File: config.mk
export PLATFORM = sky130hd
export DESIGN_NAME = dmem_arbiter
export DESIGN_NICKNAME = d
export VERILOG_FILES = /design/src/rtl/dmem_arb_pkg.sv /design/src/rtl/rr_picker.sv /design/src/rtl/dmem_arbiter.sv
export SDC_FILE = /design/constraint.sdc
export NUM_CORES = 1
export LEC_CHECK = 0
export CAP_MARGIN = 15
export CORE_AREA = 2 2 155 157
export DETAILED_ROUTE_END_ITERATION = 16
export DIE_AREA = 0 0 157 159
export PLACE_DENSITY_LB_ADDON = 0.25
export SYNTH_ARGS = -nofsm -noshare
export SYNTH_HDL_FRONTEND = slang
export SYNTH_HIERARCHICAL = 1
export SYNTH_SLANG_ARGS = --single-unit
File: constraint.sdc
create_clock -name clk -period 2.3 [get_ports clk]
set_input_delay 0.46 -clock clk [delete_from_list [all_inputs] [get_ports clk]]
set_output_delay 0.46 -clock clk [all_outputs]
set_load 0.02 [all_outputs]
File: src/rtl/dmem_arb_pkg.sv
// Shared types and defaults for the data-memory arbiter: FSM states, default
// geometry and byte-to-word address helper.
package dmem_arb_pkg;

    typedef enum logic [1:0] {
        IDLE   = 2'd0,
        ACCESS = 2'd1,
        DONE   = 2'd2
    } arb_state_e;

    localparam int N_REQ_DEF     = 4;
    localparam int DATA_W_DEF    = 32;
    localparam int ADDR_W_DEF    = 32;
    localparam int MEM_WORDS_DEF = 65;

    // Widest byte address the helper accepts; callers zero-extend into it.
    localparam int MAX_ADDR_W = 64;

    function automatic logic [MAX_ADDR_W-1:0] word_index(input logic [MAX_ADDR_W-1:0] byte_addr);
        return byte_addr >> 2;
    endfunction

endpackage

File: src/rtl/rr_picker.sv
// Combinational round-robin picker: first set request bit at or after rr_ptr,
// wrapping modulo N_REQ.
module rr_picker #(
    parameter int N_REQ = 4,
    parameter int PTR_W = $clog2(N_REQ)
) (
    input  logic [N_REQ-1:0] req,
    input  logic [PTR_W-1:0] rr_ptr,
    output logic             found,
    output logic [PTR_W-1:0] winner
);

    localparam int SUM_W = PTR_W + 1;

    logic [PTR_W-1:0] slot_idx [N_REQ];
    logic [N_REQ-1:0] hit;

    // slot gi is the requester gi positions after rr_ptr; one subtraction
    // suffices because both operands are below N_REQ.
    for (genvar gi = 0; gi < N_REQ; gi++) begin : g_slot
        logic [SUM_W-1:0] sum;
        assign sum = {1'b0, rr_ptr} + SUM_W'(gi);
        assign slot_idx[gi] = (sum >= SUM_W'(N_REQ)) ? PTR_W'(sum - SUM_W'(N_REQ))
                                                     : sum[PTR_W-1:0];
        assign hit[gi] = req[slot_idx[gi]];
    end

    always_comb begin
        found  = 1'b0;
        winner = '0;
        for (int k = N_REQ - 1; k >= 0; k--) begin
            if (hit[k]) begin
                found  = 1'b1;
                winner = slot_idx[k];
            end
        end
    end

endmodule

File: src/rtl/dmem_arbiter.sv
// Round-robin arbiter sharing one data memory between N_REQ requesters.
// Each transaction takes IDLE -> ACCESS -> DONE, acking in DONE.
module dmem_arbiter
    import dmem_arb_pkg::*;
#(
    parameter int N_REQ     = N_REQ_DEF,
    parameter int DATA_W    = DATA_W_DEF,
    parameter int ADDR_W    = ADDR_W_DEF,
    parameter int MEM_WORDS = MEM_WORDS_DEF
) (
    input  logic                     clk,
    input  logic                     rst_n,
    input  logic [N_REQ-1:0]         req_valid,
    input  logic [N_REQ-1:0]         req_we,
    input  logic [N_REQ*ADDR_W-1:0]  req_addr,
    input  logic [N_REQ*DATA_W-1:0]  req_wdata,
    output logic [N_REQ-1:0]         req_ack,
    output logic [DATA_W-1:0]        resp_rdata,
    output logic                     resp_err,
    output logic                     mem_we,
    output logic [ADDR_W-1:0]        mem_a,
    output logic [DATA_W-1:0]        mem_wd,
    input  logic [DATA_W-1:0]        mem_rd
);

    localparam int PTR_W = $clog2(N_REQ);

    arb_state_e        state_q, state_d;
    logic [PTR_W-1:0]  rr_ptr_q, rr_ptr_d;
    logic [PTR_W-1:0]  win_q, win_d;
    logic [ADDR_W-1:0] addr_q, addr_d;
    logic [DATA_W-1:0] wdata_q, wdata_d;
    logic              we_q, we_d;
    logic              oor_q, oor_d;
    logic [DATA_W-1:0] resp_rdata_q, resp_rdata_d;
    logic              resp_err_q, resp_err_d;

    logic              found;
    logic [PTR_W-1:0]  winner;
    logic [ADDR_W-1:0] sel_addr;
    logic [DATA_W-1:0] sel_wdata;
    logic              sel_oor;

    rr_picker #(
        .N_REQ (N_REQ),
        .PTR_W (PTR_W)
    ) u_picker (
        .req    (req_valid),
        .rr_ptr (rr_ptr_q),
        .found  (found),
        .winner (winner)
    );

    assign sel_addr  = req_addr[int'(winner)*ADDR_W +: ADDR_W];
    assign sel_wdata = req_wdata[int'(winner)*DATA_W +: DATA_W];
    assign sel_oor   = word_index(MAX_ADDR_W'(sel_addr)) >= MAX_ADDR_W'(MEM_WORDS);

    always_comb begin
        state_d      = state_q;
        rr_ptr_d     = rr_ptr_q;
        win_d        = win_q;
        addr_d       = addr_q;
        wdata_d      = wdata_q;
        we_d         = we_q;
        oor_d        = oor_q;
        resp_rdata_d = resp_rdata_q;
        resp_err_d   = resp_err_q;
        case (state_q)
            IDLE: begin
                if (found) begin
                    win_d   = winner;
                    addr_d  = sel_addr;
                    wdata_d = sel_wdata;
                    we_d    = req_we[winner];
                    oor_d   = sel_oor;
                    state_d = ACCESS;
                end
            end
            ACCESS: begin
                // Writes and out-of-range reads report zero data.
                resp_rdata_d = (we_q | oor_q) ? '0 : mem_rd;
                resp_err_d   = oor_q;
                rr_ptr_d     = (win_q == PTR_W'(N_REQ - 1)) ? '0 : win_q + 1'b1;
                state_d      = DONE;
            end
            DONE:    state_d = IDLE;
            default: state_d = IDLE;
        endcase
    end

    always_ff @(posedge clk) begin
        if (!rst_n) begin
            state_q      <= IDLE;
            rr_ptr_q     <= '0;
            win_q        <= '0;
            addr_q       <= '0;
            wdata_q      <= '0;
            we_q         <= 1'b0;
            oor_q        <= 1'b0;
            resp_rdata_q <= '0;
            resp_err_q   <= 1'b0;
        end else begin
            state_q      <= state_d;
            rr_ptr_q     <= rr_ptr_d;
            win_q        <= win_d;
            addr_q       <= addr_d;
            wdata_q      <= wdata_d;
            we_q         <= we_d;
            oor_q        <= oor_d;
            resp_rdata_q <= resp_rdata_d;
            resp_err_q   <= resp_err_d;
        end
    end

    // Gating with rst_n lets a reset asserted mid-transaction kill the
    // negedge write and the ack immediately.
    assign mem_we = we_q & ~oor_q & (state_q == ACCESS) & rst_n;
    assign mem_a  = addr_q;
    assign mem_wd = wdata_q;

    assign resp_rdata = resp_rdata_q;
    assign resp_err   = resp_err_q;

    always_comb begin
        req_ack = '0;
        if (state_q == DONE && rst_n) begin
            req_ack[win_q] = 1'b1;
        end
    end

endmodule

==> results of run 1 <==
cell usage after synthesis, drive strengths merged, types with 4 or more instances:
library cell,instances
nor4,6
a21oi,69
ha,4
buf,10
nand2,137
nor2,41
mux4,65
and2,4
a22oi,32
clkbuf,37
dfxtp,105
cells in the final DEF, fill, tap and decap left out, types with 2 or more instances in the layout:
cell type	count
mux4_2	65
a22oi_1	32
dlygate4sd2_1	3
nor4_1	2
nand2b_1	2
clkdlybuf4s50_1	390
buf_12	12
nor3b_2	2
a21oi_1	68
ha_1	4
buf_6	2
buf_2	3
buf_16	3
clkbuf_16	12
and2_1	4
nor4_4	4
clkinvlp_4	3
buf_4	41
nor2_1	40
mux2i_1	2
inv_1	2
dfxtp_1	103
nand2_1	137
inv_6	2
stage by stage:
step	cells	TNS (ns)
2_1_floorplan	534	-1.18
3_3_place_gp	1251	-33.22
3_5_place_dp	1251	-33.50
4_1_cts	1273	-2.70
5_1_grt	1282	-0.706
6_report	1282	-0.167
logic make-up after synthesis:
| kind of cell | Yosys count |
|---|---|
| multiplexers | 68 |
| adder cells (fa/ha/maj) | 4 |
| buffers and inverters | 50 |
| AO/OA/AOI/OAI | 106 |
| AND/OR/NAND/NOR | 201 |
| flip-flops | 105 |
area by class of cell:
cell class	instances	area share
clock buffer	9	0.0212
clock inverter	6	0.00483
inverter	3	0.00118
multi-input combinational	379	0.293
sequential	105	0.198
tap	319	0.0376
timing repair buffer	461	0.444
registers in the layout, indices dropped and copies added (netlist names):
| signal | count |
|---|---|
| oor_q | 1 |
| rr_ptr_q | 2 |
| mem_a | 32 |
| we_q | 1 |
| win_q | 2 |
| state_q | 2 |
| resp_err | 1 |
| mem_wd | 32 |
| resp_rdata | 32 |
metal layers:
layer | vias to the layer above | GRT usage
met3 | 23 | 0.0604
met4 | 0 | 0.0434
met2 | 227 | 0.328
li1 | 2785 | -
met1 | 2788 | 0.197
met5 | - | 0
worst register-to-register path, cell delays in order (launching register included):
cell	delay (ns)
dfxtp_4	0.37
buf_4	0.15
nor3b_1	0.19
a211oi_1	0.07
buf_4	0.14
nor2_4	0.16
buf_12	0.15
clkbuf_16	0.16
mux4_2	0.32
or4_4	0.45
o21ai_2	0.12
a31oi_1	0.07
power groups by stage:
stage	Sequential, mW	Combinational, mW	Clock, mW
2_1_floorplan	2.35	0.872	0
3_3_place_gp	2.14	2.30	0
3_5_place_dp	2.15	2.30	0
4_1_cts	2.11	2.40	1.57
5_1_grt	2.13	2.66	1.62
6_report	2.10	2.48	1.49
repair_timing:
action,4_1_cts,5_1_grt
setup endpoints to repair,41,37
hold buffers,0,0
gates cloned,3,3
setup buffers,5,7
pin swaps,3,18
resized for setup,30,25
worst max path at each step:
| stage | from | end | slack (ns) | cells after the start |
|---|---|---|---|---|
| finish | rr_ptr_q[1] | oor_q | -0.17 | 11 |
| global route | rr_ptr_q[1] | oor_q | -0.27 | 10 |
| CTS | rr_ptr_q[1] | oor_q | -0.18 | 8 |
| detailed placement | req_valid[3] | oor_q | -0.73 | 8 |
| global placement | req_valid[3] | oor_q | -0.70 | 9 |
| floorplan | req_valid[2] | oor_q | -0.07 | 8 |
==> flow_summary.yaml, run 1 <==
outcome:
  status: "complete, but fails checks"
  violations: "setup timing"
synthesis:
  yosysUniqueCellTypes: 30
  synth-simple-area-share: 0.154
  synth_top_cell_by_area: "dfxtp_1"
  postSynthCellCount: 534
  synth_compound_area_frac: 0.117
  synthAdderAreaFrac: 0.00939
  syn_area_um2: 5330
  synth_top_family_by_area: "multiplexers"
  synth_seq_cells: 105
  synth_nets: 836
  synth_ff_type: "dfxtp_1"
  seq_area_frac_synth: 0.394
  synth_area_leaders: "dfxtp_1, mux4_2, nand2_1"
  muxShareOfSynthArea: 0.280
  synth_top_area_share: 0.394
  synth-xor-area-share: 0
  ys.warnings.count: 6
  syn_avg_cell_area_um2: 9.98
  ys_async_sr_fraction: 0
  synth_enable_flop_cells: 0
min_path:
  hold_end: "mem_wd[30]"
  hold_path.class: "flip-flop to flip-flop"
  min_from: "mem_wd[30]"
  hold_path_depth: 2
global_route:
  grt_max_degree: 70
  grt_pass1_wl_mm: 34.2
  antenna_found_initial: 0
  gr-total-overflow: 0
  grt_pass1_vias: 5975
  grt.total_usage: 0.179
routing:
  dr_wl_met3_mm: 1.85
  postRouteAntennaNets: 0
  drt_iter0_drc: 300
  routedLengthMet1_mm: 8.92
  highest_layer: "met4"
  vias_per_cell: 4.54
  vias: 5823
  drcViolationCount: 0
  met2_length_mm: 12.3
  drt-wirelength-per-cell_um: 18.3
  routed_wl_mm: 23.4
  dr.pass1.iters: 4
power:
  ir_worst_vdd_uv: 400
  leakage_nw: 3.89
  p_sw_frac: 0.310
  p_comb_frac: 0.408
  p_per_area_nw_per_um2: 572
  p_seq_frac: 0.346
  power_frac_clock: 0.245
  internal_power_mw: 4.19
  power.switching_mw: 1.89
  finalPower_mw: 6.07
worst_setup_path:
  crit_path_start_kind: "flip-flop"
  critical_path_arrival_ns: 2.71
  r2r_cells: 11
  r2r_setup_slack_ns: -0.17
  critical_path.slowest_cell: "or4_4"
  cp_data_required_time_ns: 2.54
  crit_fanout: 11
  cp_top_family: "simple AND/OR/NAND/NOR gates"
  max_stage_delay_ns: 0.45
  r2r-start: "rr_ptr_q[1]"
  cp_num_buf_inv: 4
  r2r_end: "oor_q"
  path_common_cell: "buf_4"
  endpoint_kind: "flip-flop"
  cp_cell_sequence: "buf_4 -> nor3b_1 -> a211oi_1 -> buf_4 -> nor2_4 -> buf_12 -> clkbuf_16 -> mux4_2 -> or4_4 -> o21ai_2 -> a31oi_1"
  worstSetupPathType: "flip-flop to flip-flop"
clocking:
  cts_made_buffers: 9
  htree_levels: 3
  cts_sinks: 105
  cts_tree: "yes"
  clock_latency_ns: 0.35
  root_buffer: "clkbuf_16"
  clkTransAtPathRegs_ns: 0.08
  cts_max_path_buffers: 2
placed_design:
  io_buffers: 399
  place_ws_ns: -0.735
  dp_hpwl_mm: 17.9
  postPlaceCellArea_um2: 9960
  place_congestion: 0.847
final_layout:
  fillers: 2236
  area_delta_synth_final_pct: 99.2
  fin_util: 0.458
  multi_input_area_um2: 3110
  final_cell_area_um2: 10600
  final_layout_size_suffix_gt1_frac: 0.172
  seq_area_um2: 2110
  fin_nets: 1261
  n_antenna_cell: 0
timing:
  max_slew_margin: 0.467
  maxSlewViolCount: 0
  fin_hold_ws_ns: 0.454
  setup_viol: 1
  finalCritPeriodShare: 1.07
  worstMarginPinSlew_ns: 0.799
  min_period_ns: 2.47
  max_freq_ghz: 0.405
  rsz0062_at_grt: "true"
  hold_viol: 0
  worst_slack_ns: -0.167
  fin_skew_ns: 0.00895
floorplanning:
  die_h_um: 159
  start_util: 0.230
  dieArea_um2: 25000
  core_area_um2: 23200
  die_w_um: 157
  num_rows: 56
  io_pins: 400
job:
  max-cap-violations: 0
Note: power is estimated with default switching activity, not from simulation.
==> run 2, diff against run 1 <==
- CORE_AREA: 2 2 155 157 -> 2 2 158 160
- DIE_AREA: 0 0 157 159 -> 0 0 160 162
- DONT_BUFFER_PORTS: default -> 1
- GPL_ROUTABILITY_DRIVEN: default -> 1
==> flow_summary.yaml, run 2 (synthesis results as in run 1) <==
clocking:
  cts_max_path_buffers: 2
  cts_sinks: 105
  clkTransAtPathRegs_ns: 0.08
  htree_levels: 3
  cts_tree: "yes"
  hold_buffers: 0
  root_buffer: "clkbuf_16"
  clock_latency_ns: 0.36
  cts_made_buffers: 9
final_layout:
  final_cells: 887
  fin_nets: 859
  final_layout_size_suffix_gt1_frac: 0.310
  final_common_cell: "nand2_1"
  final_cell_area_um2: 6710
  area_delta_synth_final_pct: 26.0
  fillers: 2574
  final_cell_mix: "nand2_1, dfxtp_1, mux4_2"
min_path:
  hold_path.class: "primary input to flip-flop"
  hold_path_depth: 2
global_route:
  grt_pass1_vias: 4400
  grt_pass1_wl_mm: 28.6
  grt.total_usage: 0.147
  antenna_found_initial: 3
  gr-total-overflow: 0
  grt_max_degree: 104
timing:
  rsz0062_at_grt: "true"
  worst_slack_ns: -0.257
  min_period_ns: 2.56
  finalCritPeriodShare: 1.11
  max_freq_ghz: 0.391
  worstMarginPinSlew_ns: 1.20
  hold_viol: 0
  maxSlewViolCount: 0
  max_slew_margin: 0.199
  fin_skew_ns: 0.0101
  setup_viol: 4
routing:
  vias_per_cell: 5.12
  drt_iter0_drc: 320
  vias: 4545
  drcViolationCount: 0
  drt-wirelength-per-cell_um: 23.7
  dr.pass1.iters: 5
  routed_wl_mm: 21.0
  postRouteAntennaNets: 0
power:
  ir_worst_vdd_uv: 398
  p_sw_frac: 0.326
  power.switching_mw: 1.81
  internal_power_mw: 3.75
  leakage_nw: 2.37
  p_comb_frac: 0.255
  p_per_area_nw_per_um2: 829
  p_seq_frac: 0.425
  power_frac_clock: 0.320
floorplanning:
  core_area_um2: 24100
  die_h_um: 162
  start_util: 0.221
  num_rows: 57
  die_w_um: 160
  io_pins: 400
  dieArea_um2: 25900
placed_design:
  place_congestion: 0.856
  place_ws_ns: -0.266
  dp_hpwl_mm: 15.0
  dp_cells: 838
  postPlaceCellArea_um2: 5820
  io_buffers: 0
worst_setup_path:
  worstSetupPathType: "flip-flop to flip-flop"
  r2r_cells: 11
  endpoint_kind: "flip-flop"
  crit_fanout: 5
  critical_path_arrival_ns: 2.79
  cp_data_required_time_ns: 2.53
  crit_path_start_kind: "flip-flop"
outcome:
  violations: "setup timing"
  status: "complete, but fails checks"
job:
  max-cap-violations: 0
==> run 2: cell types whose count changed in the layout (fill, tap and decap cells not counted), sizes merged <==
cell | before | now
clkdlybuf4s50 | 390 | 0
buf | 62 | 57
dlygate4sd2 | 3 | 0
bufinv | 0 | 2
clkdlybuf4s15 | 2 | 0
clkinvlp | 3 | 1
clkbuf | 13 | 12
diode | 0 | 1
==> run 2: path summary, 6_finish.rpt <==
path	start	to	slack, ns
setup / recovery	rr_ptr_q[1]	oor_q	-0.26
hold / removal	rst_n	state_q[1]	0.24
setup reg to reg	rr_ptr_q[1]	oor_q	-0.26
hold reg to reg	win_q[1]	win_q[1]	0.51
==> run 2: per-stage QoR <==
| step | utilization | total power, mW | hold WS [ns] | TNS, ns |
|---|---|---|---|---|
| final | 0.278 | 5.56 | 0.242 | -0.267 |
| after global routing | 0.278 | 5.85 | 0.235 | -2.27 |
| after CTS | 0.266 | 5.51 | 0.224 | -0.264 |
| after detailed placement | 0.242 | 3.57 | 0.505 | -3.28 |
| after global placement | 0.242 | 3.54 | 0.492 | -2.32 |
| after floorplan | - | 3.22 | 0.445 | -1.18 |
==> run 2: critical path: stages, from the launching register on <==
cell and delay [ns]:
dfxtp_4 0.36, mux2i_2 0.16, a211oi_4 0.23, buf_6 0.15, buf_12 0.12, buf_12 0.11, buf_8 0.10, buf_4 0.10
mux4_2 0.52, nor4_2 0.24, and3_1 0.25, a31oi_1 0.10
==> run 2: timing repair <==
action,CTS,global route
pin swaps,5,13
resized for setup,18,28
gates cloned,5,2
setup buffers,6,20
endpoints found under the setup margin,37,33
==> run 2: metal layers <==
layer	vias up	global-route usage	wire length (um)
li1	1984	-	-
met1	2260	0.190	8560
met2	270	0.240	10400
met3	27	0.0432	1740
met4	4	0.0405	281
met5	-	0	27
==> run 2: cell type report <==
type / instances / area [um2] / area share
clock buffer: 10 / 239 / 0.0356
antenna: 1 / 2.50 / 0.000373
sequential: 105 / 2110 / 0.314
timing repair buffer: 59 / 726 / 0.108
inverter: 3 / 12.5 / 0.00186
multi-input combinational: 379 / 3120 / 0.465
tap: 324 / 405 / 0.0604
clock inverter: 6 / 96.3 / 0.0144
==> run 2: power by group through the flow <==
stage	Sequential, mW	Clock, mW	Combinational, mW
after floorplan	2.35	0	0.872
after global placement	2.41	0	1.13
after detailed placement	2.41	0	1.15
after CTS	2.37	1.85	1.30
after global routing	2.39	1.92	1.54
final	2.37	1.78	1.42
